$ cat config.mk
export PLATFORM = sky130hd
export DESIGN_NAME = asmd_mult_sequencer
export DESIGN_NICKNAME = d
export VERILOG_FILES = /design/src/rtl/asmd_pkg.sv /design/src/rtl/asmd_watchdog.sv /design/src/rtl/asmd_mult_sequencer.sv
export SDC_FILE = /design/constraint.sdc
export NUM_CORES = 1
export LEC_CHECK = 0
export BUFFER_PORTS_ARGS = -buffer_cell sky130_fd_sc_hd__buf_2
export CORE_MARGIN = 3
export CORE_UTILIZATION = 45
export CTS_BUF_LIST = sky130_fd_sc_hd__clkbuf_16
export DETAILED_ROUTE_END_ITERATION = 12
export HOLD_SLACK_MARGIN = 0.05
export PLACE_DENSITY = 0.86
export SYNTH_ARGS = -nofsm -noshare
export SYNTH_HDL_FRONTEND = slang
export SYNTH_HIERARCHICAL = 1
export SYNTH_SLANG_ARGS = --single-unit
$ cat constraint.sdc
create_clock -name clk -period 1.49 [get_ports clk]
set_clock_uncertainty 0.05 [all_clocks]
set_input_delay 0.2235 -clock clk [delete_from_list [all_inputs] [get_ports clk]]
set_output_delay 0.2235 -clock clk [all_outputs]
set_load 0.05 [all_outputs]
$ cat src/rtl/asmd_pkg.sv
// rtl/asmd_pkg.sv - shared state encoding for the ASMD multiplier sequencer
package asmd_pkg;

    localparam int STATE_W = 2;

    typedef enum logic [STATE_W-1:0] {
        IDLE   = 2'd0,
        LAUNCH = 2'd1,
        SETTLE = 2'd2,
        BUSY   = 2'd3
    } state_t;

endpackage

$ cat src/rtl/asmd_watchdog.sv
// rtl/asmd_watchdog.sv - clearable completion watchdog, flags expiry at TIMEOUT-1
module asmd_watchdog #(
    parameter int TIMEOUT = 20
) (
    input  logic clk,
    input  logic reset,
    input  logic clear,
    input  logic enable,
    output logic expired
);

    localparam int W = $clog2(TIMEOUT);

    logic [W-1:0] count;

    assign expired = (count == W'(TIMEOUT - 1));

    // Count enabled cycles; hold at the expiry value so the flag cannot wrap away
    always_ff @(posedge clk) begin
        if (!reset) begin
            count <= '0;
        end else if (clear) begin
            count <= '0;
        end else if (enable && !expired) begin
            count <= count + 1'b1;
        end
    end

endmodule

$ cat src/rtl/asmd_mult_sequencer.sv
// rtl/asmd_mult_sequencer.sv - operand feeder and result holder for the ASMD shift-add multiplier
module asmd_mult_sequencer
    import asmd_pkg::*;
#(
    parameter int WORD_LENGTH = 4,
    parameter int TIMEOUT     = 4 * WORD_LENGTH + 4,
    parameter int CNT_W       = 8
) (
    input  logic                     clk,
    input  logic                     reset,
    input  logic                     in_valid,
    output logic                     in_ready,
    input  logic [WORD_LENGTH-1:0]   in_a,
    input  logic [WORD_LENGTH-1:0]   in_b,
    output logic                     mul_start,
    output logic [WORD_LENGTH-1:0]   mul_word0,
    output logic [WORD_LENGTH-1:0]   mul_word1,
    input  logic                     mul_ready,
    input  logic [2*WORD_LENGTH-1:0] mul_product,
    output logic                     out_valid,
    input  logic                     out_ready,
    output logic [2*WORD_LENGTH-1:0] out_product,
    output logic [CNT_W-1:0]         result_cnt,
    output logic                     err_timeout
);

    state_t state;
    logic   wd_expired;
    logic   capture;
    logic   fire;

    // A finished product is taken only when the output slot is empty or draining this cycle
    assign capture = (state == BUSY) && mul_ready && (!out_valid || out_ready);
    assign fire    = out_valid && out_ready;

    asmd_watchdog #(
        .TIMEOUT (TIMEOUT)
    ) u_watchdog (
        .clk     (clk),
        .reset   (reset),
        .clear   (state == SETTLE),
        .enable  (state == BUSY),
        .expired (wd_expired)
    );

    // Control FSM: accept a pair, pulse start, skip the stale-ready cycle, wait for done or abort
    always_ff @(posedge clk) begin
        if (!reset) begin
            state       <= IDLE;
            in_ready    <= 1'b0;
            mul_start   <= 1'b0;
            mul_word0   <= '0;
            mul_word1   <= '0;
            err_timeout <= 1'b0;
        end else begin
            case (state)
                IDLE: begin
                    if (in_valid && in_ready) begin
                        mul_word0 <= in_a;
                        mul_word1 <= in_b;
                        in_ready  <= 1'b0;
                        mul_start <= 1'b1;
                        state     <= LAUNCH;
                    end else begin
                        in_ready  <= 1'b1;
                    end
                end
                LAUNCH: begin
                    mul_start <= 1'b0;
                    state     <= SETTLE;
                end
                SETTLE: begin
                    // Multiplier may still show ready from before the start pulse
                    state <= BUSY;
                end
                BUSY: begin
                    if (capture) begin
                        in_ready <= 1'b1;
                        state    <= IDLE;
                    end else if (wd_expired) begin
                        err_timeout <= 1'b1;
                        in_ready    <= 1'b1;
                        state       <= IDLE;
                    end
                end
                default: begin
                    state <= IDLE;
                end
            endcase
        end
    end

    // One-entry result register and delivered-result counter
    always_ff @(posedge clk) begin
        if (!reset) begin
            out_valid   <= 1'b0;
            out_product <= '0;
            result_cnt  <= '0;
        end else begin
            if (capture) begin
                out_product <= mul_product;
                out_valid   <= 1'b1;
            end else if (fire) begin
                out_valid   <= 1'b0;
            end
            if (fire) begin
                result_cnt <= result_cnt + 1'b1;
            end
        end
    end

endmodule
==> impl_metrics.json <==
{
  "ir_worst_vdd_uv": 1070,
  "cp_top_family": "compound AO/OA/AOI/OAI gates",
  "ys_types": 36,
  "maxCapViolations": 0,
  "synth_ff_type": "dfxtp_1",
  "drc_errors": 0,
  "hold_viol_final": 0,
  "cts_setup_buffers": 0,
  "cpPeakStageDelay_ns": 0.34,
  "postRouteAntennaNets": 0,
  "yosys_warnings": 6,
  "r2r-end": "in_ready$_SDFFE_PN0P_",
  "required_ns": 1.61,
  "vias_per_cell": 4.84,
  "fin_hold_ws_ns": 0.142,
  "cts_tree": "built",
  "core-area_um2": 3180,
  "synth_cells": 163,
  "root_buffer": "clkbuf_16",
  "crit_path_start_kind": "flip-flop",
  "hold_end": "mul_word0[2]$_SDFFE_PN0P_",
  "gp_congestion": 0.779,
  "final_common_cell": "buf_2",
  "power_density_nw_per_um2": 1420,
  "die_area_um2": 4190,
  "setup_ws_ns": 0.0700,
  "fin_nets": 249,
  "drtIter0Drc": 55,
  "die_x_um": 64.7,
  "cp.arrival_ns": 1.54,
  "ys_ff_latch": 35,
  "criticalPathCategory": "reg2reg",
  "cts_max_level": 2,
  "grt_pass1_wl_mm": 5.37,
  "clockBufferDepth": 2,
  "seq_area_frac_synth_pct": 45.1,
  "r2r_start": "u_watchdog/count[1]$_SDFFE_PP0P_",
  "syn_to_final_growth_pct": 35.8,
  "final.setup.tns_ns": 0,
  "ys_async_sr_fraction_pct": 0,
  "r2r_cells": 7,
  "overflow": 0,
  "row_count": 20,
  "antenna_found_initial": 0,
  "critPathSlowestCell": "dfxtp_2",
  "grtUsageTotal_pct": 16.2,
  "grt_pass1_vias": 1299,
  "antennaDiodeCount": 0,
  "grt_start_max_net_pins": 32,
  "finish.utilization_pct": 66.3,
  "worstPathCellList": "ha_4 > nand4bb_4 > inv_2 > nand2b_1 > a21oi_2 > nor2_1 > o221a_2",
  "firstDrtPassIters": 4,
  "relSlewSlack_pct": 79.5,
  "dpl.hpwl_mm": 2.26,
  "min_path_type": "in2reg",
  "min_from": "in_a[2]",
  "power_leakage_uw": 0.000928,
  "period_share_pct": 95.3,
  "numCtsBuffers": 5,
  "worst-path-max-fanout": 3,
  "period_needed_ns": 1.42,
  "regToRegSetupSlack_ns": 0.07,
  "cp-end-kind": "flip-flop",
  "worst_pin_slew_ns": 0.307,
  "io_buffers": 48,
  "yosys-top-cells-area": "dfxtp_1 45%, nand2_1 7.3%, mux2i_1 5.8%",
  "synth_fp_nets": 190,
  "clk_latency_ns": 0.28,
  "wirelength_mm": 3.13,
  "slew_violations": 0,
  "syn_area_per_cell_um2": 9.53,
  "fill_cells": 258,
  "io_pins": 49,
  "synth_top_area_share_pct": 45.1,
  "drive_above_1_share_pct": 38.6,
  "timing.fmax_mhz": 704,
  "holdPathStages": 3,
  "start_util_pct": 48.9,
  "cts.sinks": 35,
  "post-place-ws_ns": -0.00935,
  "setup_viol": 0,
  "status": "complete, no violations",
  "route.detailed.wl_per_inst_um": 11.7,
  "synth_edf_count": 0,
  "num_vias": 1291,
  "rsz0062_at_grt": "false",
  "syn_area_um2": 1550,
  "synth_top_area_cell": "dfxtp_1",
  "dieHeight_um": 64.7,
  "final_cell_mix": "48 x buf_2, 30 x nand2_1, 26 x dfxtp_1, 10 x a21boi_0, 10 x nor2b_1",
  "cts.clk_slew.worst_paths_ns": 0.05,
  "crit_buf_inv": 1
}
cell families (layout without fill, tap and decap cells):
| logic type | after synthesis | in the layout | share of synthesized area, % |
|---|---|---|---|
| muxes | 9 | 9 | 5.80 |
| xor gates and xnor gates | 8 | 8 | 4.51 |
| buffers and inverters | 11 | 71 | 3.22 |
| DFF | 35 | 35 | 45.1 |
| and+or+nand+nor | 70 | 70 | 24.7 |
| AOI/OAI and AO/OA | 24 | 24 | 11.8 |
| adders and majority gates | 6 | 6 | 4.83 |
layout make-up:
| type | count | area [µm²] | area share (%) |
|---|---|---|---|
| Clock buffer | 5 | 125 | 5.93 |
| Timing Repair Buffer | 57 | 320 | 15.2 |
| Clock inverter | 3 | 43.8 | 2.08 |
| Multi-Input combinational cell | 117 | 830 | 39.3 |
| Inverter | 6 | 22.5 | 1.07 |
| Sequential cell | 35 | 712 | 33.8 |
| Tap cell | 44 | 55.1 | 2.61 |
worst register-to-register path: cells and delay by family (launching register included):
kind / cells / cell delay (ns)
flops: 1 / 0.34
simple gates: 3 / 0.30
compound gates: 2 / 0.41
buf+inv: 1 / 0.04
fa+ha+maj: 1 / 0.17
registers in the layout, summed over array words and instances, names as in the netlist:
signal and flops:
state 2, out_valid 1, mul_word0 4, u_watchdog/count 5, result_cnt 8, mul_word1 4
mul_start 1, in_ready 1, out_product 8, err_timeout 1
power breakdown:
part	total (µW)	internal (µW)	leakage [µW]	switching (µW)
combinational	735	268	0.000557	467
clock	1170	787	0.0000838	383
sequential	1100	1030	0.000288	68.1
total	3000	2080	0.000928	918
per-stage QoR:
step | power [µW] | std cells | cell area (µm²)
2_1_floorplan | 1610 | 163 | 1570
3_3_place_gp | 1790 | 259 | 1910
3_5_place_dp | 1810 | 259 | 1910
4_1_cts | 2990 | 267 | 2090
5_1_grt | 3130 | 267 | 2110
6_report | 3000 | 267 | 2110
synth_stat cells (2+ instances only):
cell type,n
mux2i_1,9
clkbuf_1,3
o21a_1,2
nand2b_1,2
or3_1,2
xnor2_1,4
nor2_1,6
nand2_1,30
a21boi_0,11
nand4_1,3
nand3_1,5
dfxtp_1,35
o21ai_0,2
inv_1,5
xor2_1,4
nor2b_1,10
ha_1,6
and2_1,5
a21oi_1,2
metal layers:
layer | routed length, µm | up-vias | track usage (%)
met4 | 28 | 0 | 7.12
li1 | - | 668 | -
met2 | 1490 | 41 | 27.7
met5 | 0 | - | 0
met3 | 227 | 4 | 5.20
met1 | 1380 | 578 | 18.4
how the worst max path moves through the flow:
| stage | start | to | slack [ns] | depth (start not counted) |
|---|---|---|---|---|
| finish | u_watchdog/count[1]$_SDFFE_PP0P_ | in_ready$_SDFFE_PN0P_ | 0.07 | 7 |
| global route | state[0]$_SDFFE_PN0P_ | out_product[3]$_SDFFE_PN0P_ | 0.002 | 6 |
| floorplan | in_ready$_SDFFE_PN0P_ | in_ready$_SDFFE_PN0P_ | 0.002 | 2 |
| CTS | u_watchdog/count[1]$_SDFFE_PP0P_ | state[1]$_SDFFE_PN0P_ | -0.005 | 7 |
| global placement | u_watchdog/count[1]$_SDFFE_PP0P_ | in_ready$_SDFFE_PN0P_ | 0.06 | 7 |
| detailed placement | u_watchdog/count[1]$_SDFFE_PP0P_ | state[1]$_SDFFE_PN0P_ | -0.009 | 7 |
timing repair:
action,CTS,global route
cloned,0,0
resized for setup,1,8
setup endpoints to repair,2,19
hold buffers,0,0
Power figures use the tool's default switching activity.
